<file path="src/rtl/s_axi_regfile_pkg.sv">
// Shared types and the byte-strobe merge helper for the AXI register file.
package s_axi_regfile_pkg;

    localparam int MAX_DATA_W = 1024;
    localparam int MAX_STRB_W = MAX_DATA_W / 8;

    typedef enum logic [1:0] {
        OKAY   = 2'b00,
        SLVERR = 2'b10
    } resp_t;

    typedef enum logic [1:0] {
        IDLE,
        HAVE_AW,
        HAVE_W,
        RESP
    } wr_state_t;

    typedef enum logic {
        R_IDLE,
        R_VALID
    } rd_state_t;

    // Callers zero-extend to the maximum width and truncate the result back.
    function automatic logic [MAX_DATA_W-1:0] strb_merge(
        input logic [MAX_DATA_W-1:0] old_word,
        input logic [MAX_DATA_W-1:0] new_word,
        input logic [MAX_STRB_W-1:0] strb
    );
        logic [MAX_DATA_W-1:0] merged;
        merged = old_word;
        for (int i = 0; i < MAX_STRB_W; i++) begin
            if (strb[i]) merged[i*8 +: 8] = new_word[i*8 +: 8];
        end
        return merged;
    endfunction

endpackage

</file>
<file path="src/rtl/s_axi_regfile.sv">
// Single-beat AXI slave register file with independent read/write paths and
// a flat live-register output bus for the counter core.
module s_axi_regfile
    import s_axi_regfile_pkg::*;
#(
    parameter int DATA_W   = 32,
    parameter int ADDR_W   = 32,
    parameter int ID_W     = 4,
    parameter int NUM_REGS = 8
) (
    input  logic                       clk,
    input  logic                       areset,
    input  logic [ID_W-1:0]            awid_i,
    input  logic [ADDR_W-1:0]          awaddr_i,
    input  logic                       awvalid_i,
    output logic                       awready_o,
    input  logic [DATA_W-1:0]          wdata_i,
    input  logic [DATA_W/8-1:0]        wstrb_i,
    input  logic                       wlast_i,
    input  logic                       wvalid_i,
    output logic                       wready_o,
    output logic [ID_W-1:0]            bid_o,
    output logic [1:0]                 bresp_o,
    output logic                       bvalid_o,
    input  logic                       bready_i,
    input  logic [ID_W-1:0]            arid_i,
    input  logic [ADDR_W-1:0]          araddr_i,
    input  logic                       arvalid_i,
    output logic                       arready_o,
    output logic [ID_W-1:0]            rid_o,
    output logic [DATA_W-1:0]          rdata_o,
    output logic [1:0]                 rresp_o,
    output logic                       rlast_o,
    output logic                       rvalid_o,
    input  logic                       rready_i,
    output logic [NUM_REGS*DATA_W-1:0] regs_o
);

    localparam int STRB_W = DATA_W / 8;
    localparam int OFF_W  = $clog2(STRB_W);
    localparam int IDX_W  = $clog2(NUM_REGS);
    localparam logic [ADDR_W-1:0] ADDR_END = ADDR_W'(NUM_REGS * STRB_W);

    logic [DATA_W-1:0] regs [NUM_REGS];

    wr_state_t          wr_state;
    rd_state_t          rd_state;
    logic [ID_W-1:0]    aw_id_q;
    logic [IDX_W-1:0]   aw_idx_q;
    logic               aw_err_q;
    logic [DATA_W-1:0]  w_data_q;
    logic [STRB_W-1:0]  w_strb_q;

    logic               aw_hs, w_hs, b_hs, ar_hs, r_hs;
    logic [IDX_W-1:0]   aw_idx_in, ar_idx_in;
    logic               aw_err_in, ar_err_in;
    logic [IDX_W-1:0]   eff_idx;
    logic               eff_err;
    logic [ID_W-1:0]    eff_id;
    logic [DATA_W-1:0]  eff_data;
    logic [STRB_W-1:0]  eff_strb;
    logic               commit;
    logic               unused_wlast;

    assign unused_wlast = wlast_i;

    assign aw_hs = awvalid_i && awready_o;
    assign w_hs  = wvalid_i && wready_o;
    assign b_hs  = bvalid_o && bready_i;
    assign ar_hs = arvalid_i && arready_o;
    assign r_hs  = rvalid_o && rready_i;

    assign aw_idx_in = awaddr_i[IDX_W+OFF_W-1:OFF_W];
    assign aw_err_in = (awaddr_i >= ADDR_END);
    assign ar_idx_in = araddr_i[IDX_W+OFF_W-1:OFF_W];
    assign ar_err_in = (araddr_i >= ADDR_END);

    // The half arriving on the committing edge bypasses its buffer.
    always_comb begin
        eff_idx  = aw_idx_in;
        eff_err  = aw_err_in;
        eff_id   = awid_i;
        eff_data = wdata_i;
        eff_strb = wstrb_i;
        if (wr_state == HAVE_AW) begin
            eff_idx = aw_idx_q;
            eff_err = aw_err_q;
            eff_id  = aw_id_q;
        end
        if (wr_state == HAVE_W) begin
            eff_data = w_data_q;
            eff_strb = w_strb_q;
        end
    end

    assign commit = ((wr_state == IDLE)    && aw_hs && w_hs) ||
                    ((wr_state == HAVE_AW) && w_hs) ||
                    ((wr_state == HAVE_W)  && aw_hs);

    always_ff @(posedge clk or negedge areset) begin
        if (!areset) begin
            wr_state  <= IDLE;
            awready_o <= 1'b1;
            wready_o  <= 1'b1;
            bvalid_o  <= 1'b0;
            bid_o     <= '0;
            bresp_o   <= OKAY;
            aw_id_q   <= '0;
            aw_idx_q  <= '0;
            aw_err_q  <= 1'b0;
            w_data_q  <= '0;
            w_strb_q  <= '0;
        end else if (commit) begin
            wr_state  <= RESP;
            awready_o <= 1'b0;
            wready_o  <= 1'b0;
            bvalid_o  <= 1'b1;
            bid_o     <= eff_id;
            bresp_o   <= eff_err ? SLVERR : OKAY;
        end else begin
            case (wr_state)
                IDLE: begin
                    if (aw_hs) begin
                        wr_state  <= HAVE_AW;
                        awready_o <= 1'b0;
                        aw_id_q   <= awid_i;
                        aw_idx_q  <= aw_idx_in;
                        aw_err_q  <= aw_err_in;
                    end else if (w_hs) begin
                        wr_state <= HAVE_W;
                        wready_o <= 1'b0;
                        w_data_q <= wdata_i;
                        w_strb_q <= wstrb_i;
                    end
                end
                RESP: begin
                    if (b_hs) begin
                        wr_state  <= IDLE;
                        awready_o <= 1'b1;
                        wready_o  <= 1'b1;
                        bvalid_o  <= 1'b0;
                    end
                end
                default: ;
            endcase
        end
    end

    always_ff @(posedge clk or negedge areset) begin
        if (!areset) begin
            for (int k = 0; k < NUM_REGS; k++) regs[k] <= '0;
        end else if (commit && !eff_err) begin
            regs[eff_idx] <= DATA_W'(strb_merge(MAX_DATA_W'(regs[eff_idx]),
                                                MAX_DATA_W'(eff_data),
                                                MAX_STRB_W'(eff_strb)));
        end
    end

    // Sampling regs here on a commit edge yields the pre-write value.
    always_ff @(posedge clk or negedge areset) begin
        if (!areset) begin
            rd_state  <= R_IDLE;
            arready_o <= 1'b1;
            rvalid_o  <= 1'b0;
            rlast_o   <= 1'b0;
            rid_o     <= '0;
            rdata_o   <= '0;
            rresp_o   <= OKAY;
        end else begin
            case (rd_state)
                R_IDLE: begin
                    if (ar_hs) begin
                        rd_state  <= R_VALID;
                        arready_o <= 1'b0;
                        rvalid_o  <= 1'b1;
                        rlast_o   <= 1'b1;
                        rid_o     <= arid_i;
                        rdata_o   <= ar_err_in ? '0 : regs[ar_idx_in];
                        rresp_o   <= ar_err_in ? SLVERR : OKAY;
                    end
                end
                R_VALID: begin
                    if (r_hs) begin
                        rd_state  <= R_IDLE;
                        arready_o <= 1'b1;
                        rvalid_o  <= 1'b0;
                        rlast_o   <= 1'b0;
                    end
                end
                default: ;
            endcase
        end
    end

    for (genvar k = 0; k < NUM_REGS; k++) begin : g_regs_out
        assign regs_o[k*DATA_W +: DATA_W] = regs[k];
    end

endmodule

</file>
<file path="config.mk">
export PLATFORM = sky130hd
export DESIGN_NAME = s_axi_regfile
export DESIGN_NICKNAME = d
export VERILOG_FILES = /design/src/rtl/s_axi_regfile_pkg.sv /design/src/rtl/s_axi_regfile.sv
export SDC_FILE = /design/constraint.sdc
export NUM_CORES = 1
export LEC_CHECK = 0
export ABC_AREA = 1
export CAP_MARGIN = 20
export CORE_ASPECT_RATIO = 1.25
export CORE_MARGIN = 4
export CORE_UTILIZATION = 35
export DETAILED_ROUTE_END_ITERATION = 10
export GPL_TIMING_DRIVEN = 0
export PLACE_DENSITY_LB_ADDON = 0.2
export SETUP_SLACK_MARGIN = 0.15
export SYNTH_ARGS = -nofsm -noshare
export SYNTH_HDL_FRONTEND = slang
export SYNTH_SLANG_ARGS = --single-unit
</file>
<file path="constraint.sdc">
create_clock -name clk -period 5.8 [get_ports clk]
set_input_delay 1.16 -clock clk [delete_from_list [all_inputs] [get_ports clk]]
set_output_delay 1.16 -clock clk [all_outputs]
set_load 0.005 [all_outputs]
</file>
## Word-level counts from Yosys, hierarchy flattened

Cells that the tools add are included.

| operators by class | value |
|---|---|
| muxes and demuxes | 50 |
| magnitude comparators | 5 |
| eq/ne operators | 10 |
| reduce and logical (&&, ||, !) cells | 26 |
| bitwise gates (word level) | 5 |

Operator list:

| operator | number |
|---|---|
| $bwmux 256 | 1 |
| $mux 32 | 7 |
| $bmux 32 s3 | 2 |
| $demux 32 s3 | 1 |
| $ge 32x6->1 const B | 2 |
| $mux 8 | 8 |
| $mux 1 | 16 |
| $mux 2 | 6 |
| $ne 3x3->1 const B | 4 |
| $logic_and 1x1->1 | 11 |
| $pmux 1 s2 | 5 |
| $reduce_and 3->1 | 3 |
| $ge 4x4->1 const B | 2 |
| $mux 4 | 2 |
| $not 3->4 | 2 |
| $reduce_and 4->1 | 2 |
| $reduce_and 2->1 | 3 |
| $eq 2x2->1 const B | 2 |
| $lt 4x1->1 const B | 1 |
| $ne 4x4->1 const B | 1 |
| $pmux 2 s2 | 1 |
| $reduce_bool 2->1 | 2 |
| $mux 3 | 1 |
| $not 1->1 | 3 |
| 7 further kinds | 8 |

| storage, ports and cells | value |
|---|---|
| input port bits | 116 |
| register bits after elaboration | 352 |
| output and inout port bits | 306 |

## Logic depth before layout (Yosys ltp)

| logic depth | value |
|---|---|
| depth after elaboration | 9 |
| depth in mapped cells | 14 |
| gate-level depth less buffers | 12 |

## Worst setup path before layout

No wires, ideal clock.

| path | value |
|---|---|
| path type | input-to-reg |
| from | input araddr_i[6] |
| to | register rdata_o[18] |
| stages | 6 |
| setup time | 0.066 ns |
| arrival time | 2.472 ns |
| required time | 5.734 ns |
| path slack | 3.263 ns |
| path through | nor3_1 inv_1 nor4_1 clkbuf_1 nand2_1 nand2_1 |

| on the way | value |
|---|---|
| cells in the longest elaborated chain, start to end | 2 |

Ends and longest elaborated chain:

| what | RTL line | RTL |
|---|---|---|
| start, declared | s_axi_regfile.sv:27 | `input logic [ADDR_W-1:0] araddr_i,` |
| $ge 32x6->1 | s_axi_regfile.sv:76 | `assign ar_err_in = (araddr_i >= ADDR_END);` |
| $mux 32 | s_axi_regfile.sv:178 | `rdata_o <= ar_err_in ? '0 : regs[ar_idx_in];` |
| end signal, assigned | s_axi_regfile.sv:178 |  |
| end, declared | s_axi_regfile.sv:31 | `output logic [DATA_W-1:0] rdata_o,` |

Every way passes these cells.
A chain may end at the register's enable or synchronous reset.

## Worst setup path in the final report

| path | value |
|---|---|
| from | input araddr_i[2] |
| to | register rdata_o[10] |

| on the way | value |
|---|---|
| cells in the longest elaborated chain, start to end | 5 |
| elaborated cells on any way between the ends | 6 |
| those cells by class | order compare (1); mux (4); bitwise (1) |

Ends and longest elaborated chain:

| what | RTL line |
|---|---|
| parallel branches: the longest is 4 deep, another holds $ge 32x6->1 | - |
| $mux 32 (*) | s_axi_regfile.sv:178 |

Mark *: on every way between the ends. The select of a mux whose other input is x is not followed.

==> impl_results.md <==
- Register share of total power: 41.9%
- Crit end category: register
- CP Class: primary input to register
- CTS tree: built
- Gate power share: 11.0%
- Non-filler cells, final: 4099
- Netlist cell types: 33
- Critical Path AT: 3830 ps
- Worst rel slew slack: a little under a quarter
- Largest net degree at the start of global routing: about 120
- Overflow after GRT: 0
- Syn_area_per_cell: 6.88 um2
- Clock Sinks: 350
- Vias in the first global route: 21000
- Vias/cell: 5.46
- Clock Pin Slew Worst Setup and Hold Paths: 60 ps
- Cell-internal power: 4.25 mW
- # rows: 97
- Slew at the pin closest to its max-slew limit: 1160 ps
- Setup bufs post-CTS: 0
- Crit-path max FO: 10
- First-pass GRT wire length: 143 mm
- Hold_ws: 480 ps
- Antenna violations before repair: 6
- IO Pins: between 400 and 500
- Clk_lat worst skew: 600 ps
- Unrepaired setup endpoints after global routing: false
- Drt first pass iters: 6
- Final min period: 3310 ps
- DRC errors left: 0
- H-Tree Depth: 2
- DIE AREA: between 60000 and 70000 um2
- Fraction of layout cells with a size suffix above 1: under 10%
- Post-Route WL: approximately 100 mm
- Cell Pwr Density: ~220 nW/um2
- Pleak: 12.9 nW
- Mapped Cells: 2865
- Post-route ant nets: 0
- CTS Root Cell: clkbuf_16
- Worst hold-check path type: register to register
- RePlAce Congestion: 0.965
- Dpl cells: 4023
- Final nets: roughly 3400
- Synthesized area: 19700 um2
- Switching share of total power: between 20% and 30%
- Max clock buf depth: 3
- Core Box Area: ~56000 um2
- Clk pwr share: 47.1%
- Post-cts sizing count: 0
- Worst Setup Start Kind: primary input
- Finish-stage setup viols: 0
- Max Cap Viol: 0
- Fmax: 0.302 GHz
- DRT iter0 DRCs: ~3000
- #FFs+latches synth: 350
- Post-route clock period utilization: 57.1%
- Number of port buffers: 411
- Global-route usage over all layers: 32.6%
- Status: complete, no violations
- DR vias: 22400
- Hold buffers post-CTS: 0
- Starting density of the core: 35.2%
- Final hold violations: 0
- Sequential fraction of the synthesis area: 44.4%
- Die W: 220 um
- Die H: 273 um
- Layout area overhead: 33.2%
- Worst path required time: 6320 ps
- Wire length per cell: 24.8 um
- Total CTS buffers: 41
- Final core utilization: 46.9%
- Synth warn: 0
- Worst Skew: 38.0 ps
- Worst VDD drop: 206 uV
- Slew Limit Fails: 0
- Net Switching: approximately 1.6 mW
- Hpwl dp: 72.6 mm
==> cell families after synthesis <==
kind of cell	count (synthesis)	synth area share (%)
DFF	350	44.4
other	1	0.0190
and+or+nand+nor	1615	34.2
muxes	5	0.285
buffers and inverters	471	9.69
AOI/OAI and AO/OA	423	11.4
==> metal layers <==
metal | wire, um | vias up | global-route usage, %
met2 | 44500 | 1577 | 50.3
met5 | 23 | - | 0
met4 | 7060 | 4 | 17.8
met3 | 12900 | 383 | 10.6
li1 | - | 10000 | -
met1 | 37000 | 10400 | 40.4
==> cells in the final DEF, fill, tap and decap left out, types with 2 or more instances in the layout <==
cell type / netlist / routed
nor3_1: 3 / 3
clkinv_2: 0 / 4
o21ai_1: 25 / 25
mux2_2: 5 / 5
nor2_4: 12 / 12
buf_4: 14 / 15
conb_1: 1 / 2
o21ai_0: 192 / 192
clkbuf_8: 0 / 10
o21a_1: 5 / 5
buf_6: 3 / 3
nor2_1: 170 / 170
diode_2: 0 / 5
nand2_1: 1025 / 1025
nand2_4: 2 / 2
inv_2: 14 / 14
nand2_2: 38 / 38
a21oi_1: 148 / 148
buf_2: 52 / 52
o211ai_1: 32 / 32
dfrtp_1: 347 / 347
buf_1: 16 / 16
bufinv_16: 0 / 4
clkbuf_16: 0 / 42
clkdlybuf4s50_1: 0 / 410
inv_1: 293 / 293
dfstp_2: 3 / 3
a31oi_1: 19 / 19
nand3_1: 360 / 360
clkbuf_1: 77 / 86
buf_16: 0 / 3
==> power by group through the flow <==
stage          sequential (mW)  clock, mW  combinational, mW
4_1_cts                   2.44       2.76              0.618
3_3_place_gp              2.49          0              0.607
2_1_floorplan             2.49          0              0.293
3_5_place_dp              2.49          0              0.616
5_1_grt                   2.44       2.86              0.680
6_report                  2.44       2.74              0.644
==> final cells by class <==
cell class | instances | area (um2)
inverter | 309 | 1160
antenna | 5 | 12.5
timing repair buffer | 415 | 4210
buffer | 162 | 748
sequential | 350 | 8760
tap | 742 | 928
fill | 5833 | 29700
clock inverter | 10 | 165
clock buffer | 61 | 1220
multi-input combinational | 2045 | 9060
==> path summary, 6_finish.rpt <==
path,cells past startpoint,slack (ps),from,end
setup / recovery,9,2490,araddr_i[2],rdata_o[10]
hold / removal,2,480,rdata_o[21],rdata_o[21]
setup reg to reg,9,2810,wr_state[1],regs_o[159]
hold reg to reg,2,480,rdata_o[21],rdata_o[21]
max in group asynchronous,3,3820,areset,regs_o[61]
min in group asynchronous,1,520,areset,w_data_q[15]
==> stage by stage <==
step	TNS, ps	setup slack (ps)	power (mW)	cell area [um2]
2_1_floorplan	0	3260	2.78	19700
3_3_place_gp	-4411320	-12690	3.10	24800
3_5_place_dp	0	2060	3.10	24900
4_1_cts	0	2660	5.82	26300
5_1_grt	0	2450	5.98	26300
6_report	0	2490	5.83	26300
==> critical path: stages <==
cell      delay [ps]
clkbuf_1         350
clkinv_1         290
clkbuf_1         270
clkbuf_1         540
a21oi_1          280
o21ai_0          120
a31oi_1          590
nand2_1          130
nand2_1           80
==> flip-flops by register name (all words and copies together), names as in the netlist, 3 cells and up <==
register,cells
regs_o,256
rdata_o,32
w_data_q,32
aw_id_q,4
bid_o,4
rid_o,4
w_strb_q,4
aw_idx_q,3
==> synthesized netlist by cell type <==
master    instances  area share (%)
and2_1            1           0.032
dfrtp_1         347              44
nand2_2          38             1.2
o21ai_2           1           0.044
nand2_4           2            0.11
buf_4            14            0.53
buf_6             3            0.17
inv_1           293             5.6
nor2_8            1            0.10
nor2_4           12            0.69
mux2_2            5            0.29
nor4_1            1           0.032
o211ai_1         32             1.2
inv_4             1           0.032
o21ai_0         192             4.9
nand3_1         360             9.1
nand4_1           1           0.032
buf_2            52             1.3
nand2_1        1025              20
clkbuf_1         77             1.5
nor2_1          170             3.2
a21oi_1         148             3.8
dfstp_2           3            0.40
buf_1            16            0.30
inv_2            14            0.27
nor2_2            1           0.032
o21a_1            5            0.19
a22oi_2           1           0.063
a31oi_1          19            0.60
conb_1            1           0.019
o21ai_1          25            0.63
nor3_1            3           0.076
clkinv_1          1           0.019
Power figures use the tool's default switching activity.
